[config.mk]
export PLATFORM = sky130hd
export DESIGN_NAME = regfile_wb_controller_flat
export DESIGN_NICKNAME = d
export VERILOG_FILES = /design/src/rtl/regfile_wb_controller_if.sv /design/src/rtl/regfile_wb_controller.sv /design/src/flat_wrapper.sv
export SDC_FILE = /design/constraint.sdc
export NUM_CORES = 1
export LEC_CHECK = 0
export BUFFER_PORTS_ARGS = -buffer_cell sky130_fd_sc_hd__buf_2
export CELL_PAD_IN_SITES_DETAIL_PLACEMENT = 1
export CELL_PAD_IN_SITES_GLOBAL_PLACEMENT = 1
export CORE_MARGIN = 1
export CORE_UTILIZATION = 40
export CTS_BUF_LIST = sky130_fd_sc_hd__clkbuf_2 sky130_fd_sc_hd__clkbuf_4 sky130_fd_sc_hd__clkbuf_8
export CTS_CLUSTER_SIZE = 20
export DETAILED_ROUTE_END_ITERATION = 12
export PLACE_DENSITY_LB_ADDON = 0.1
export RECOVER_POWER = 100
export SKIP_LAST_GASP = 1
export SYNTH_ARGS = -nofsm -noshare
export SYNTH_HDL_FRONTEND = slang
export SYNTH_SLANG_ARGS = --single-unit
[constraint.sdc]
create_clock -name clock_i -period 4.8 [get_ports clock_i]
set_input_delay 1.44 -clock clock_i [delete_from_list [all_inputs] [get_ports clock_i]]
set_output_delay 1.44 -clock clock_i [all_outputs]
set_load 0.02 [all_outputs]
[src/rtl/regfile_wb_controller_if.sv]
// Bundles the signals between regfile_wb_controller and its surroundings.
// These are the ALU and multdiv write-back producers, the decode operand
// lookup, and the register file read/write ports.
// The controller uses the slave modport; the pipeline/regfile side uses master.
interface regfile_wb_controller_if #(
    parameter int DEPTH = 4
);
    localparam int CNT_W = $clog2(DEPTH) + 1;

    logic             alu_wb_valid;
    logic [4:0]       alu_wb_reg;
    logic [31:0]      alu_wb_data;
    logic             alu_stall;
    logic             md_valid;
    logic             md_ready;
    logic [4:0]       md_reg;
    logic [31:0]      md_data;
    logic [4:0]       rd_regA;
    logic [4:0]       rd_regB;
    logic [31:0]      operand_A;
    logic [31:0]      operand_B;
    logic             ctrl_writeEnable;
    logic [4:0]       ctrl_writeReg;
    logic [31:0]      data_writeReg;
    logic [4:0]       ctrl_readRegA;
    logic [4:0]       ctrl_readRegB;
    logic [31:0]      data_readRegA;
    logic [31:0]      data_readRegB;
    logic [CNT_W-1:0] fifo_count;

    modport master (
        output alu_wb_valid, alu_wb_reg, alu_wb_data,
        output md_valid, md_reg, md_data,
        output rd_regA, rd_regB, data_readRegA, data_readRegB,
        input  alu_stall, md_ready, operand_A, operand_B,
        input  ctrl_writeEnable, ctrl_writeReg, data_writeReg,
        input  ctrl_readRegA, ctrl_readRegB, fifo_count
    );

    modport slave (
        input  alu_wb_valid, alu_wb_reg, alu_wb_data,
        input  md_valid, md_reg, md_data,
        input  rd_regA, rd_regB, data_readRegA, data_readRegB,
        output alu_stall, md_ready, operand_A, operand_B,
        output ctrl_writeEnable, ctrl_writeReg, data_writeReg,
        output ctrl_readRegA, ctrl_readRegB, fifo_count
    );
endinterface

[src/rtl/regfile_wb_controller.sv]
// Write-back controller for the 32x32 register file.
// The single-cycle ALU always wins the write port. Multdiv results wait in a
// small in-order FIFO and retire when the ALU is idle.
// If the FIFO sits full while the ALU keeps writing for STARVE_MAX cycles,
// the controller enters DRAIN. In DRAIN the ALU is stalled until the FIFO
// empties.
// Operand reads forward in-flight data ahead of the stored register value.
module regfile_wb_controller #(
    parameter int DEPTH      = 4,
    parameter int STARVE_MAX = 8
) (
    input  logic                   clock_i,
    input  logic                   ctrl_reset_i,
    regfile_wb_controller_if.slave bus_io
);
    localparam int PTR_W = $clog2(DEPTH);
    localparam int CNT_W = PTR_W + 1;
    localparam int STV_W = $clog2(STARVE_MAX + 1);
    localparam logic [CNT_W-1:0] DEPTH_C  = CNT_W'(DEPTH);
    localparam logic [STV_W-1:0] STARVE_C = STV_W'(STARVE_MAX);

    typedef enum logic {
        ST_NORMAL,
        ST_DRAIN
    } state_e;

    state_e           state_q, state_d;
    logic [PTR_W-1:0] rdPtr_q, rdPtr_d;
    logic [PTR_W-1:0] wrPtr_q, wrPtr_d;
    logic [CNT_W-1:0] count_q, count_d;
    logic [STV_W-1:0] starve_q, starve_d;
    logic [4:0]       entryReg_q  [DEPTH];
    logic [31:0]      entryData_q [DEPTH];

    logic             aluIssue;
    logic             popHead;
    logic             pushEntry;
    logic             mdReady;
    logic             writeEnable;
    logic [4:0]       writeReg;
    logic [31:0]      writeData;
    logic [PTR_W-1:0] scanIdx;
    logic [31:0]      operandA;
    logic [31:0]      operandB;

    // Pick this cycle's write-port owner: the ALU in NORMAL, otherwise the FIFO head.
    // r0 writes are issued (and a head popped) but never reach the port.
    always_comb begin
        aluIssue    = 1'b0;
        popHead     = 1'b0;
        writeEnable = 1'b0;
        writeReg    = 5'd0;
        writeData   = 32'd0;
        if (ctrl_reset_i) begin
            if (state_q == ST_NORMAL && bus_io.alu_wb_valid) begin
                aluIssue = 1'b1;
                if (bus_io.alu_wb_reg != 5'd0) begin
                    writeEnable = 1'b1;
                    writeReg    = bus_io.alu_wb_reg;
                    writeData   = bus_io.alu_wb_data;
                end
            end else if (count_q != '0) begin
                popHead = 1'b1;
                if (entryReg_q[rdPtr_q] != 5'd0) begin
                    writeEnable = 1'b1;
                    writeReg    = entryReg_q[rdPtr_q];
                    writeData   = entryData_q[rdPtr_q];
                end
            end
        end
    end

    // FIFO bookkeeping and the starvation / drain decision for the next cycle.
    // A full FIFO refuses pushes even when it pops in the same cycle.
    always_comb begin
        mdReady   = ctrl_reset_i && (count_q < DEPTH_C);
        pushEntry = bus_io.md_valid && mdReady && (bus_io.md_reg != 5'd0);
        wrPtr_d   = pushEntry ? wrPtr_q + PTR_W'(1) : wrPtr_q;
        rdPtr_d   = popHead ? rdPtr_q + PTR_W'(1) : rdPtr_q;
        count_d   = count_q + CNT_W'(pushEntry) - CNT_W'(popHead);
        starve_d  = '0;
        state_d   = state_q;
        if (state_q == ST_NORMAL) begin
            if (count_q == DEPTH_C && aluIssue) begin
                starve_d = starve_q + STV_W'(1);
            end
            if (starve_d == STARVE_C) begin
                state_d = ST_DRAIN;
            end
        end else if (count_q == '0) begin
            state_d = ST_NORMAL;
        end
    end

    // All controller state, with synchronous active-low reset discarding queued entries.
    always_ff @(posedge clock_i) begin
        if (!ctrl_reset_i) begin
            state_q  <= ST_NORMAL;
            rdPtr_q  <= '0;
            wrPtr_q  <= '0;
            count_q  <= '0;
            starve_q <= '0;
        end else begin
            state_q  <= state_d;
            rdPtr_q  <= rdPtr_d;
            wrPtr_q  <= wrPtr_d;
            count_q  <= count_d;
            starve_q <= starve_d;
            if (pushEntry) begin
                entryReg_q[wrPtr_q]  <= bus_io.md_reg;
                entryData_q[wrPtr_q] <= bus_io.md_data;
            end
        end
    end

    // Operand forwarding priority: r0, youngest queued entry (head included), ALU write, regfile.
    always_comb begin
        operandA = bus_io.data_readRegA;
        operandB = bus_io.data_readRegB;
        scanIdx  = rdPtr_q;
        if (aluIssue && bus_io.alu_wb_reg == bus_io.rd_regA) begin
            operandA = bus_io.alu_wb_data;
        end
        if (aluIssue && bus_io.alu_wb_reg == bus_io.rd_regB) begin
            operandB = bus_io.alu_wb_data;
        end
        for (int i = 0; i < DEPTH; i++) begin
            scanIdx = rdPtr_q + PTR_W'(i);
            if (CNT_W'(i) < count_q) begin
                if (entryReg_q[scanIdx] == bus_io.rd_regA) begin
                    operandA = entryData_q[scanIdx];
                end
                if (entryReg_q[scanIdx] == bus_io.rd_regB) begin
                    operandB = entryData_q[scanIdx];
                end
            end
        end
        if (bus_io.rd_regA == 5'd0) begin
            operandA = 32'd0;
        end
        if (bus_io.rd_regB == 5'd0) begin
            operandB = 32'd0;
        end
    end

    assign bus_io.alu_stall        = ctrl_reset_i && (state_q == ST_DRAIN);
    assign bus_io.md_ready         = mdReady;
    assign bus_io.ctrl_writeEnable = writeEnable;
    assign bus_io.ctrl_writeReg    = writeReg;
    assign bus_io.data_writeReg    = writeData;
    assign bus_io.ctrl_readRegA    = bus_io.rd_regA;
    assign bus_io.ctrl_readRegB    = bus_io.rd_regB;
    assign bus_io.operand_A        = operandA;
    assign bus_io.operand_B        = operandB;
    assign bus_io.fifo_count       = count_q;
endmodule

[src/flat_wrapper.sv]
// flat-port wrapper written by rule: the top's interface ports become plain ports
module regfile_wb_controller_flat 
#(
    parameter int DEPTH      = 4,
    parameter int STARVE_MAX = 8
)
  (clock_i, ctrl_reset_i, bus_io_alu_wb_valid, bus_io_alu_wb_reg, bus_io_alu_wb_data, bus_io_md_valid, bus_io_md_reg, bus_io_md_data, bus_io_rd_regA, bus_io_rd_regB, bus_io_data_readRegA, bus_io_data_readRegB, bus_io_alu_stall, bus_io_md_ready, bus_io_operand_A, bus_io_operand_B, bus_io_ctrl_writeEnable, bus_io_ctrl_writeReg, bus_io_data_writeReg, bus_io_ctrl_readRegA, bus_io_ctrl_readRegB, bus_io_fifo_count);
  regfile_wb_controller_if #(.DEPTH(DEPTH)) bus_io_i ();
  input  logic clock_i;
  input  logic ctrl_reset_i;
  input wire logic [$bits(bus_io_i.alu_wb_valid)-1:0] bus_io_alu_wb_valid;
  input wire logic [$bits(bus_io_i.alu_wb_reg)-1:0] bus_io_alu_wb_reg;
  input wire logic [$bits(bus_io_i.alu_wb_data)-1:0] bus_io_alu_wb_data;
  input wire logic [$bits(bus_io_i.md_valid)-1:0] bus_io_md_valid;
  input wire logic [$bits(bus_io_i.md_reg)-1:0] bus_io_md_reg;
  input wire logic [$bits(bus_io_i.md_data)-1:0] bus_io_md_data;
  input wire logic [$bits(bus_io_i.rd_regA)-1:0] bus_io_rd_regA;
  input wire logic [$bits(bus_io_i.rd_regB)-1:0] bus_io_rd_regB;
  input wire logic [$bits(bus_io_i.data_readRegA)-1:0] bus_io_data_readRegA;
  input wire logic [$bits(bus_io_i.data_readRegB)-1:0] bus_io_data_readRegB;
  output wire logic [$bits(bus_io_i.alu_stall)-1:0] bus_io_alu_stall;
  output wire logic [$bits(bus_io_i.md_ready)-1:0] bus_io_md_ready;
  output wire logic [$bits(bus_io_i.operand_A)-1:0] bus_io_operand_A;
  output wire logic [$bits(bus_io_i.operand_B)-1:0] bus_io_operand_B;
  output wire logic [$bits(bus_io_i.ctrl_writeEnable)-1:0] bus_io_ctrl_writeEnable;
  output wire logic [$bits(bus_io_i.ctrl_writeReg)-1:0] bus_io_ctrl_writeReg;
  output wire logic [$bits(bus_io_i.data_writeReg)-1:0] bus_io_data_writeReg;
  output wire logic [$bits(bus_io_i.ctrl_readRegA)-1:0] bus_io_ctrl_readRegA;
  output wire logic [$bits(bus_io_i.ctrl_readRegB)-1:0] bus_io_ctrl_readRegB;
  output wire logic [$bits(bus_io_i.fifo_count)-1:0] bus_io_fifo_count;
  assign bus_io_i.alu_wb_valid = bus_io_alu_wb_valid;
  assign bus_io_i.alu_wb_reg = bus_io_alu_wb_reg;
  assign bus_io_i.alu_wb_data = bus_io_alu_wb_data;
  assign bus_io_i.md_valid = bus_io_md_valid;
  assign bus_io_i.md_reg = bus_io_md_reg;
  assign bus_io_i.md_data = bus_io_md_data;
  assign bus_io_i.rd_regA = bus_io_rd_regA;
  assign bus_io_i.rd_regB = bus_io_rd_regB;
  assign bus_io_i.data_readRegA = bus_io_data_readRegA;
  assign bus_io_i.data_readRegB = bus_io_data_readRegB;
  assign bus_io_alu_stall = bus_io_i.alu_stall;
  assign bus_io_md_ready = bus_io_i.md_ready;
  assign bus_io_operand_A = bus_io_i.operand_A;
  assign bus_io_operand_B = bus_io_i.operand_B;
  assign bus_io_ctrl_writeEnable = bus_io_i.ctrl_writeEnable;
  assign bus_io_ctrl_writeReg = bus_io_i.ctrl_writeReg;
  assign bus_io_data_writeReg = bus_io_i.data_writeReg;
  assign bus_io_ctrl_readRegA = bus_io_i.ctrl_readRegA;
  assign bus_io_ctrl_readRegB = bus_io_i.ctrl_readRegB;
  assign bus_io_fifo_count = bus_io_i.fifo_count;
  regfile_wb_controller #(.DEPTH(DEPTH), .STARVE_MAX(STARVE_MAX)) u_core (.clock_i(clock_i), .ctrl_reset_i(ctrl_reset_i), .bus_io(bus_io_i));
endmodule
==> results of run 1 <==
==> cell usage in the layout, fill, tap and decap left out, drive strengths merged, types with 25 or more instances in the layout <==
master and instances:
buf 398, edfxtp 148, nand2 115, o21ai 99
mux2i 98, clkbuf 98, a21oi 82, a211oi 80
mux4 60, nand3 60, nor2 57, mux2 56
nor3 35, nor4 35, xnor2 35, and3 33
a211o 32, o22ai 25
==> synthesized netlist by cell type (all sizes together), types with 13 or more instances <==
master | count | area, um2
mux4 | 60 | 1350
nand2 | 115 | 432
inv | 13 | 48.8
edfxtp | 148 | 4440
mux2 | 56 | 631
o22ai | 25 | 156
nor2 | 57 | 214
o221ai | 23 | 201
mux2i | 98 | 981
dfxtp | 14 | 280
nor4 | 35 | 219
and2 | 16 | 100
o211ai | 20 | 150
and3 | 33 | 206
a211o | 32 | 280
nand3 | 60 | 300
o21ai | 99 | 495
nor3 | 35 | 175
buf | 54 | 342
xnor2 | 35 | 314
o22a | 23 | 201
a211oi | 80 | 706
a21oi | 82 | 414
a22oi | 24 | 180
clkbuf | 128 | 480
xor2 | 16 | 140
a31oi | 18 | 113
==> registers in the layout (all words and copies together) (netlist names), named ones only <==
signal,count
u_core.rdPtr_q,2
u_core.state_q,1
u_core.wrPtr_q,2
u_core.entryData_q,128
u_core.entryReg_q,20
u_core.bus_io.fifo_count,3
u_core.starve_q,4
==> final timing paths <==
path                                                   from                         to
worst max-delay path                      bus_io_rd_regA[3]        bus_io_operand_A[3]
worst min-delay path                     u_core.starve_q[0]         u_core.starve_q[0]
worst max register to register  u_core.bus_io.fifo_count[2]  u_core.entryData_q[3][26]
worst min register to register           u_core.starve_q[0]         u_core.starve_q[0]
==> routing by layer <==
layer	track usage, %	wire length [um]	up-vias
met5	0	0	-
met3	8.19	6960	258
met2	59.0	32900	1038
met4	17.6	3840	0
met1	46.2	27400	7756
li1	-	-	6425
==> worst register-to-register path, stage by stage, from the launching register on <==
cell and delay [ns]:
dfxtp_1 0.42, nor2b_1 0.23, nand2_1 0.14, a21oi_1 0.17, clkbuf_1 0.48, and2_2 0.27, clkbuf_1 1.21
==> cells by family after synthesis <==
logic type,Yosys count
compound gates,459
xor+xnor,51
fa+ha+maj,10
buf+inv,195
flops,162
mux,214
simple gates,391
==> per-stage QoR <==
stage | setup TNS (ns) | std cells
after floorplan | -0.0611 | 1482
after global placement | -6.35 | 2170
after detailed placement | -6.11 | 2170
after CTS | -1.70 | 2229
after global routing | -6.82 | 2262
final | -3.01 | 2262
==> power by group through the flow <==
stage | Combinational [mW] | Clock (mW) | Sequential, mW
floorplan | 2.54 | 0 | 1.70
global route | 4.79 | 1.25 | 1.72
detailed placement | 3.82 | 0 | 1.78
finish | 4.61 | 1.19 | 1.72
CTS | 4.05 | 1.20 | 1.72
global placement | 3.75 | 0 | 1.77
==> cell type report <==
class                   instances  share of cell area, %
multi-input cells            1125                   50.7
clock buffers                  22                   1.37
diodes                          1                 0.0126
flip-flops and latches        162                   23.9
well taps                     455                   2.87
clock inverters                10                  0.921
repair buffers                474                   20.0
inverters                      13                  0.246
==> repair_timing <==
action / CTS / global route
buffers inserted: 22 / 26
pin swaps: 28 / 102
gates cloned: 5 / 10
endpoints found under the setup margin: 64 / 68
hold buffers: 0 / 0
resized for setup: 108 / 205
==> results.json, run 1 <==
{
  "status": "finished, violations left",
  "violations": "capacitance limit, slew limit, setup timing",
  "syn_area_um2": 14200,
  "grt-ovfl-total": 0,
  "synth_edf_count": 148,
  "cp_cell_sequence": "buf_6 > xnor2_4 > nand4_1 > or3_4 > buf_12 > mux2i_1 > a211o_1 > a211oi_4 > buf_6",
  "crit_path_frequent_cell": "buf_6",
  "cp_slowest_stage_delay_ns": 0.43,
  "synth_top_family_by_area": "compound AO/OA/AOI/OAI gates",
  "synthAdderAreaFrac_pct": 0.931,
  "antenna_left": 0,
  "dpl_cell_area_um2": 17400,
  "regArea_um2": 4740,
  "core-area_um2": 34800,
  "grt_antenna_before_repair": 1,
  "period_share_pct": 103,
  "synth.distinct_cells": 58,
  "drt_iter0_drc": 1644,
  "critPathLaunchType": "input port",
  "crit_family": "compound AO/OA/AOI/OAI gates",
  "multi_input_area_um2": 10100,
  "ys_seq_elements": 162,
  "reg2regPathDepth": 6,
  "drt_pass1_iterations": 6,
  "cp_slowest_cell": "or3_4",
  "grt_pass1_wl_um": 98200,
  "combPwrFrac_pct": 61.3,
  "critPathCaptureType": "output port",
  "fin_worst_skew_ns": 0.0171,
  "finalHoldViolations": 0,
  "synth_compound_area_share_pct": 22.4,
  "grt_usage_pct": 36.6,
  "cts_tree": "built",
  "hold_slack_ns": 0.516,
  "viasPerCell": 6.84,
  "cts.sinks": 162,
  "pin_count": 269,
  "rsz0062_at_grt": "true",
  "slew_violations": 39,
  "maxSlewHeadroom_pct": -10.9,
  "clock_latency_ns": 0.52,
  "layout-drive-gt1-share_pct": 42.2,
  "max_cap_violations": 2,
  "cts_buffers": 17,
  "yosys_warnings": 0,
  "powerDensity_nw_per_um2": 379,
  "grt_max_degree": 87,
  "peakVddDrop_v": 0.000280,
  "fill_cells": 3761,
  "synth_xor_area_share_pct": 3.19,
  "rrSetupSlack_ns": 1.46,
  "synth_mux_area_share_pct": 20.8,
  "arrival_ns": 3.50,
  "synth-simple-area-share_pct": 13.4,
  "rows": 68,
  "area_delta_synth_final_pct": 39.3,
  "swShare_pct": 44.8,
  "worstSetupPathType": "in -> out",
  "die_y_um": 191,
  "synth_flop_cell": "edfxtp_1",
  "path_buf_inv": 3,
  "fin_area_um2": 19800,
  "syn_area_per_cell_um2": 9.61,
  "async_flop_share_pct": 0,
  "cp_data_required_time_ns": 3.36,
  "p_total_mw": 7.52,
  "layout_setup_ws_ns": -0.141,
  "clockPowerShare_pct": 15.9,
  "htree_levels": 4,
  "seqPwrFrac_pct": 22.8,
  "wl_per_cell_um": 31.5,
  "postLayoutCoreUtil_pct": 57.0,
  "mappedNetlistNets": 1644,
  "min_period_ns": 4.94,
  "p_switching_mw": 3.37,
  "seq_area_frac_synth_pct": 33.2,
  "io_buffers": 268,
  "pre_cts_ws_ns": -0.212,
  "nets": 1955,
  "power_leakage_nw": 7.32,
  "timing.hold.worst_path_depth": 1,
  "clkTransAtPathRegs_ns": 0.09,
  "hp-class": "reg -> reg",
  "finalSetupViolCount": 45,
  "cp_max_fo": 16,
  "syn_inst": 1482,
  "dieArea_um2": 36400,
  "cp_num_cells": 9,
  "p_int_mw": 4.15,
  "remaining_drc_errors": 0,
  "vias": 15500,
  "wl_um": 71100,
  "cts_root_buffer": "clkbuf_8",
  "grt_pass1_vias": 15400,
  "post-dp-hpwl_um": 45400,
  "gp_congestion": 0.939,
  "cts_buffer_depth": 2,
  "fmax_ghz": 0.202,
  "tightest_slew_ns": 1.66,
  "fp.dieW_um": 191,
  "initial_core_util_pct": 40.9
}
Note: power is estimated with default switching activity, not from simulation.
==> run 2: changes to the inputs <==
Clock period 4.8 ns to 6 ns, I/O delays scaled along.
==> run 2 against run 1 <==
The run ends with capacitance limit, slew limit left. Sequential cell count did not move. Die area did not move. Combinational power is 38% lower. Clock power fell by 26%. Total power down 32%. First-iteration DRC count decreased by 23%. Clock skew up 0.0060 ns. Sequential power shrank 18%. Critical path type unchanged. Critical endpoint is now bus_io_operand_A[7].
==> results.json, run 2 (synthesized netlist as in run 1, its figures left out) <==
{
  "status": "finished, violations left",
  "violations": "capacitance limit, slew limit",
  "critPathCaptureType": "output port",
  "die_y_um": 191,
  "tns_ns": 0,
  "finalHoldViolations": 0,
  "cts_buffers": 17,
  "top_regs": "u_core.entryData_q x128, u_core.entryReg_q x20, u_core.starve_q x4",
  "hp-class": "reg -> reg",
  "cp_data_required_time_ns": 4.20,
  "maxSlewHeadroom_pct": -22.8,
  "hold_slack_ns": 0.499,
  "grt_usage_pct": 33.0,
  "cp_max_fo": 23,
  "fp.dieW_um": 191,
  "min_period_ns": 5.93,
  "wl_um": 60400,
  "dpl_cell_area_um2": 16300,
  "clkTransAtPathRegs_ns": 0.10,
  "layout-drive-gt1-share_pct": 24.9,
  "rsz0062_at_grt": "false",
  "cts_tree": "built",
  "drt_iter0_drc": 1272,
  "slew_violations": 75,
  "initial_core_util_pct": 40.9,
  "peakVddDrop_v": 0.000192,
  "worstSetupPathType": "in -> out",
  "drt_pass1_iterations": 6,
  "grt_pass1_wl_um": 88900,
  "cts_hold_buffers": 0,
  "fill_cells": 4027,
  "pre_cts_ws_ns": 0.174,
  "rows": 68,
  "area_delta_synth_final_pct": 16.1,
  "gp_congestion": 0.941,
  "grtUsageMet3_pct": 6.40,
  "nets": 1831,
  "final_common_cell": "buf_2",
  "period_share_pct": 98.8,
  "finalSetupViolCount": 0,
  "largest-register": "u_core.entryData_q",
  "dieArea_um2": 36400,
  "grt_most_used_layer": "met2",
  "power_leakage_nw": 5.87,
  "fin_area_um2": 16500,
  "largest_reg_flops": 128,
  "cts.sinks": 162,
  "grt_antenna_before_repair": 3,
  "layout_setup_ws_ns": 0.0714,
  "io_buffers": 268,
  "post-dp-hpwl_um": 42200,
  "grt-ovfl-total": 0,
  "fin_worst_skew_ns": 0.0232,
  "vias": 14200,
  "most-common-layout-cells": "152 x buf_2, 148 x edfxtp_1, 115 x nand2_1",
  "cts_buffer_depth": 2,
  "wl_per_cell_um": 28.3,
  "cts_root_buffer": "clkbuf_8",
  "remaining_drc_errors": 0,
  "clock_latency_ns": 0.49,
  "pin_count": 269,
  "grt_pass1_vias": 14200,
  "antenna_left": 0,
  "arrival_ns": 4.13,
  "htree_levels": 4,
  "grt_max_degree": 75,
  "met1_usage_pct": 43.3,
  "max_cap_violations": 4,
  "core-area_um2": 34800,
  "powerDensity_nw_per_um2": 310,
  "critPathLaunchType": "input port",
  "viasPerCell": 6.63,
  "tightest_slew_ns": 1.84,
  "use_met2_pct": 53.1,
  "rrSetupSlack_ns": 1.97,
  "fmax_ghz": 0.169
}
## run 2: worst paths after layout
path / start / endpoint / cells past startpoint
hold / removal: u_core.starve_q[0] / u_core.starve_q[0] / 1
setup / recovery: bus_io_rd_regA[3] / bus_io_operand_A[7] / 10
setup reg to reg: u_core.bus_io.fifo_count[2] / u_core.entryData_q[2][8] / 5
hold reg to reg: u_core.starve_q[0] / u_core.starve_q[0] / 1
## run 2: timing repair
| action | 4_1_cts | 5_1_grt |
|---|---|---|
| endpoints found under the setup margin | 0 | 1 |
| resized for setup | 0 | 1 |
| buffers inserted | 0 | 0 |
## run 2: per-layer routing
layer | part of all wire (%) | up-vias | wire [um]
met5 | 0 | - | 0
met4 | 3.1 | 0 | 1890
li1 | - | 6189 | -
met3 | 7.8 | 120 | 4740
met2 | 47 | 733 | 28200
met1 | 42 | 7136 | 25600
## run 2: report_power, final
part | switching (mW) | internal (mW) | leakage [nW] | total [mW]
Clock | 0.447 | 0.428 | 0.211 | 0.875
Combinational | 1.81 | 1.04 | 4.20 | 2.85
Sequential | 0.108 | 1.30 | 1.46 | 1.41
## run 2: worst max-delay path, stage by stage
cell and delay [ns]:
buf_2 0.21, inv_1 0.13, o2bb2ai_1 0.15, nor4_2 0.35, buf_4 0.26, o21a_2 0.19
buf_12 0.20, a211oi_1 0.07, a211oi_1 0.48, buf_2 0.26
## run 2: final cells by class
type,instances,area [um2],share of cell area [%]
diodes,2,5.00,0.0303
well taps,455,569,3.44
inverters,13,48.8,0.295
flip-flops and latches,162,4730,28.6
clock buffers,18,248,1.50
repair buffers,350,2030,12.3
clock inverters,14,176,1.07
multi-input cells,1125,8730,52.8
## run 2: through the flow
| step | instances | utilization [%] | total power, mW |
|---|---|---|---|
| global route | 2139 | 47.5 | 5.35 |
| global placement | 2105 | 46.9 | 4.21 |
| floorplan | 1482 | - | 3.30 |
| detailed placement | 2105 | 46.9 | 4.26 |
| finish | 2139 | 47.5 | 5.13 |
| CTS | 2137 | 48.1 | 5.14 |
==> run 3: changes to the inputs <==
Clock period 6 ns to 5.3 ns, I/O delays scaled along.
==> run 3 against run 2 <==
The run ends with setup timing left. Sequential power is 11% higher. Critical path depth unchanged. Sequential share of layout area down 1.7 points. Setup slack worse by 0.16 ns. Global-route usage increased by 1.3 points. Die area unchanged. Total power rose by 18%. First-iteration DRC count increased by 13%.
==> results.json, run 3 (synthesized netlist as in run 1, its figures left out) <==
{
  "top_regs": "u_core.entryData_q x128, u_core.entryReg_q x20, u_core.starve_q x4",
  "cts_buffers": 17,
  "grt_max_degree": 95,
  "gp_congestion": 0.921,
  "reg2regPathDepth": 5,
  "vias": 14500,
  "grt_pass1_wl_um": 93000,
  "io_buffers": 268,
  "largest_reg_flops": 128,
  "powerDensity_nw_per_um2": 345,
  "finalHoldViolations": 0,
  "core-area_um2": 34800,
  "worstSetupPathType": "in -> out",
  "layout_setup_ws_ns": -0.0898,
  "cp_data_required_time_ns": 3.71,
  "grt_pass1_vias": 14600,
  "p_total_mw": 6.06,
  "rsz0062_at_grt": "true",
  "post-dp-hpwl_um": 42700,
  "antenna_left": 0,
  "violations": "setup timing",
  "drt_pass1_iterations": 6,
  "peakVddDrop_v": 0.000230,
  "cp_max_fo": 15,
  "fin_area_um2": 17600,
  "power_leakage_nw": 6.57,
  "status": "finished, violations left",
  "finalSetupViolCount": 12,
  "rows": 68,
  "nets": 1881,
  "clock_latency_ns": 0.51,
  "final_common_cell": "buf_2",
  "htree_levels": 4,
  "remaining_drc_errors": 0,
  "critPathCaptureType": "output port",
  "min_period_ns": 5.39,
  "most-common-layout-cells": "223 x buf_2, 148 x edfxtp_1, 115 x nand2_1",
  "tightest_slew_ns": 1.13,
  "arrival_ns": 3.80,
  "clkTransAtPathRegs_ns": 0.10,
  "pin_count": 269,
  "critPathLaunchType": "input port",
  "hold_start": "u_core.starve_q[0]",
  "critical_path.endpoint": "bus_io_operand_B[13]",
  "dp.cells": 2148,
  "cts_buffer_depth": 2,
  "final_cells": 2190,
  "cts_tree": "built",
  "die_y_um": 191,
  "grt-ovfl-total": 0,
  "critPathLaunch": "bus_io_rd_regB[1]",
  "fp.dieW_um": 191,
  "rrSetupSlack_ns": 2.55,
  "initial_core_util_pct": 40.9,
  "worstReg2RegEnd": "u_core.entryData_q[1][27]",
  "tns_ns": -0.307,
  "rr_startpoint": "u_core.bus_io.fifo_count[2]",
  "max_cap_violations": 0,
  "period_share_pct": 102,
  "grt_antenna_before_repair": 3,
  "dpl_cell_area_um2": 16700,
  "slew_violations": 0,
  "wl_per_cell_um": 28.6,
  "grt_usage_pct": 34.3,
  "cts_hold_buffers": 0,
  "dieArea_um2": 36400,
  "cts.sinks": 162,
  "fmax_ghz": 0.186,
  "layout-drive-gt1-share_pct": 34.8,
  "wl_um": 62600,
  "hp-class": "reg -> reg",
  "viasPerCell": 6.60,
  "area_delta_synth_final_pct": 23.2,
  "fin_worst_skew_ns": 0.0116,
  "cts_root_buffer": "clkbuf_8",
  "largest-register": "u_core.entryData_q",
  "drt_iter0_drc": 1437,
  "maxSlewHeadroom_pct": 24.7
}
## run 3: cell types whose count changed in the layout (fill, tap and decap cells not counted), sizes merged
| cell | delta |
|---|---|
| bufbuf | +1 |
| inv | -1 |
| clkinv | +1 |
| clkinvlp | -1 |
| bufinv | +1 |
| buf | +135 |
| clkbuf | -86 |
| diode | +1 |
## run 3: layer usage
metal | global-route usage [%] | up-vias | wire length [um]
met5 | 0 | - | 0
met4 | 14.5 | 0 | 2320
met3 | 6.04 | 139 | 5200
met2 | 54.4 | 814 | 28900
met1 | 45.8 | 7213 | 26200
li1 | - | 6297 | -
## run 3: critical path: stages
cell and delay [ns]:
clkbuf_4 0.21, xnor2_1 0.30, nand4_1 0.13, buf_4 0.18, buf_6 0.15, buf_4 0.23, o22ai_1 0.22, o221ai_1 0.13
a211oi_1 0.39, buf_2 0.25
## run 3: repair_timing
item	in CTS	in global routing
pin swaps	0	5
hold endpoints to repair	0	0
gates cloned	1	3
gates resized for setup	18	48
setup buffers	1	2
setup endpoints to repair	27	51
## run 3: metrics by stage
stage                     utilization, %  hold WS (ns)  setup WS [ns]
after floorplan                        -         0.437         -0.237
after global placement              48.1         0.458        -0.0944
after detailed placement            48.1         0.489         -0.150
after CTS                           49.7         0.503        -0.0219
after global routing                50.4         0.532        -0.0817
final                               50.4         0.494        -0.0898
## run 3: how the worst min path moves through the flow
| stage | cells after the start | slack [ns] | endpoint |
|---|---|---|---|
| floorplan | 1 | 0.44 | u_core.starve_q[0] |
| detailed placement | 1 | 0.49 | u_core.starve_q[0] |
| finish | 1 | 0.49 | u_core.starve_q[0] |
| global route | 1 | 0.53 | u_core.starve_q[0] |
| CTS | 1 | 0.50 | u_core.starve_q[0] |
| global placement | 1 | 0.46 | u_core.starve_q[0] |
## run 3: area by class of cell
class / count / area, um2
Antenna cell: 3 / 7.51
Sequential cell: 162 / 4730
Fill cell: 3999 / 17200
Clock inverter: 14 / 203
Multi-Input combinational cell: 1125 / 9040
Timing Repair Buffer: 400 / 2710
Inverter: 13 / 48.8
Clock buffer: 18 / 241
Tap cell: 455 / 569
## run 3: report_power, final
| part | internal, mW | leakage [nW] | switching, mW |
|---|---|---|---|
| clock network | 0.526 | 0.222 | 0.535 |
| logic | 1.31 | 4.89 | 2.12 |
| registers | 1.47 | 1.46 | 0.0968 |
| total | 3.31 | 6.57 | 2.75 |
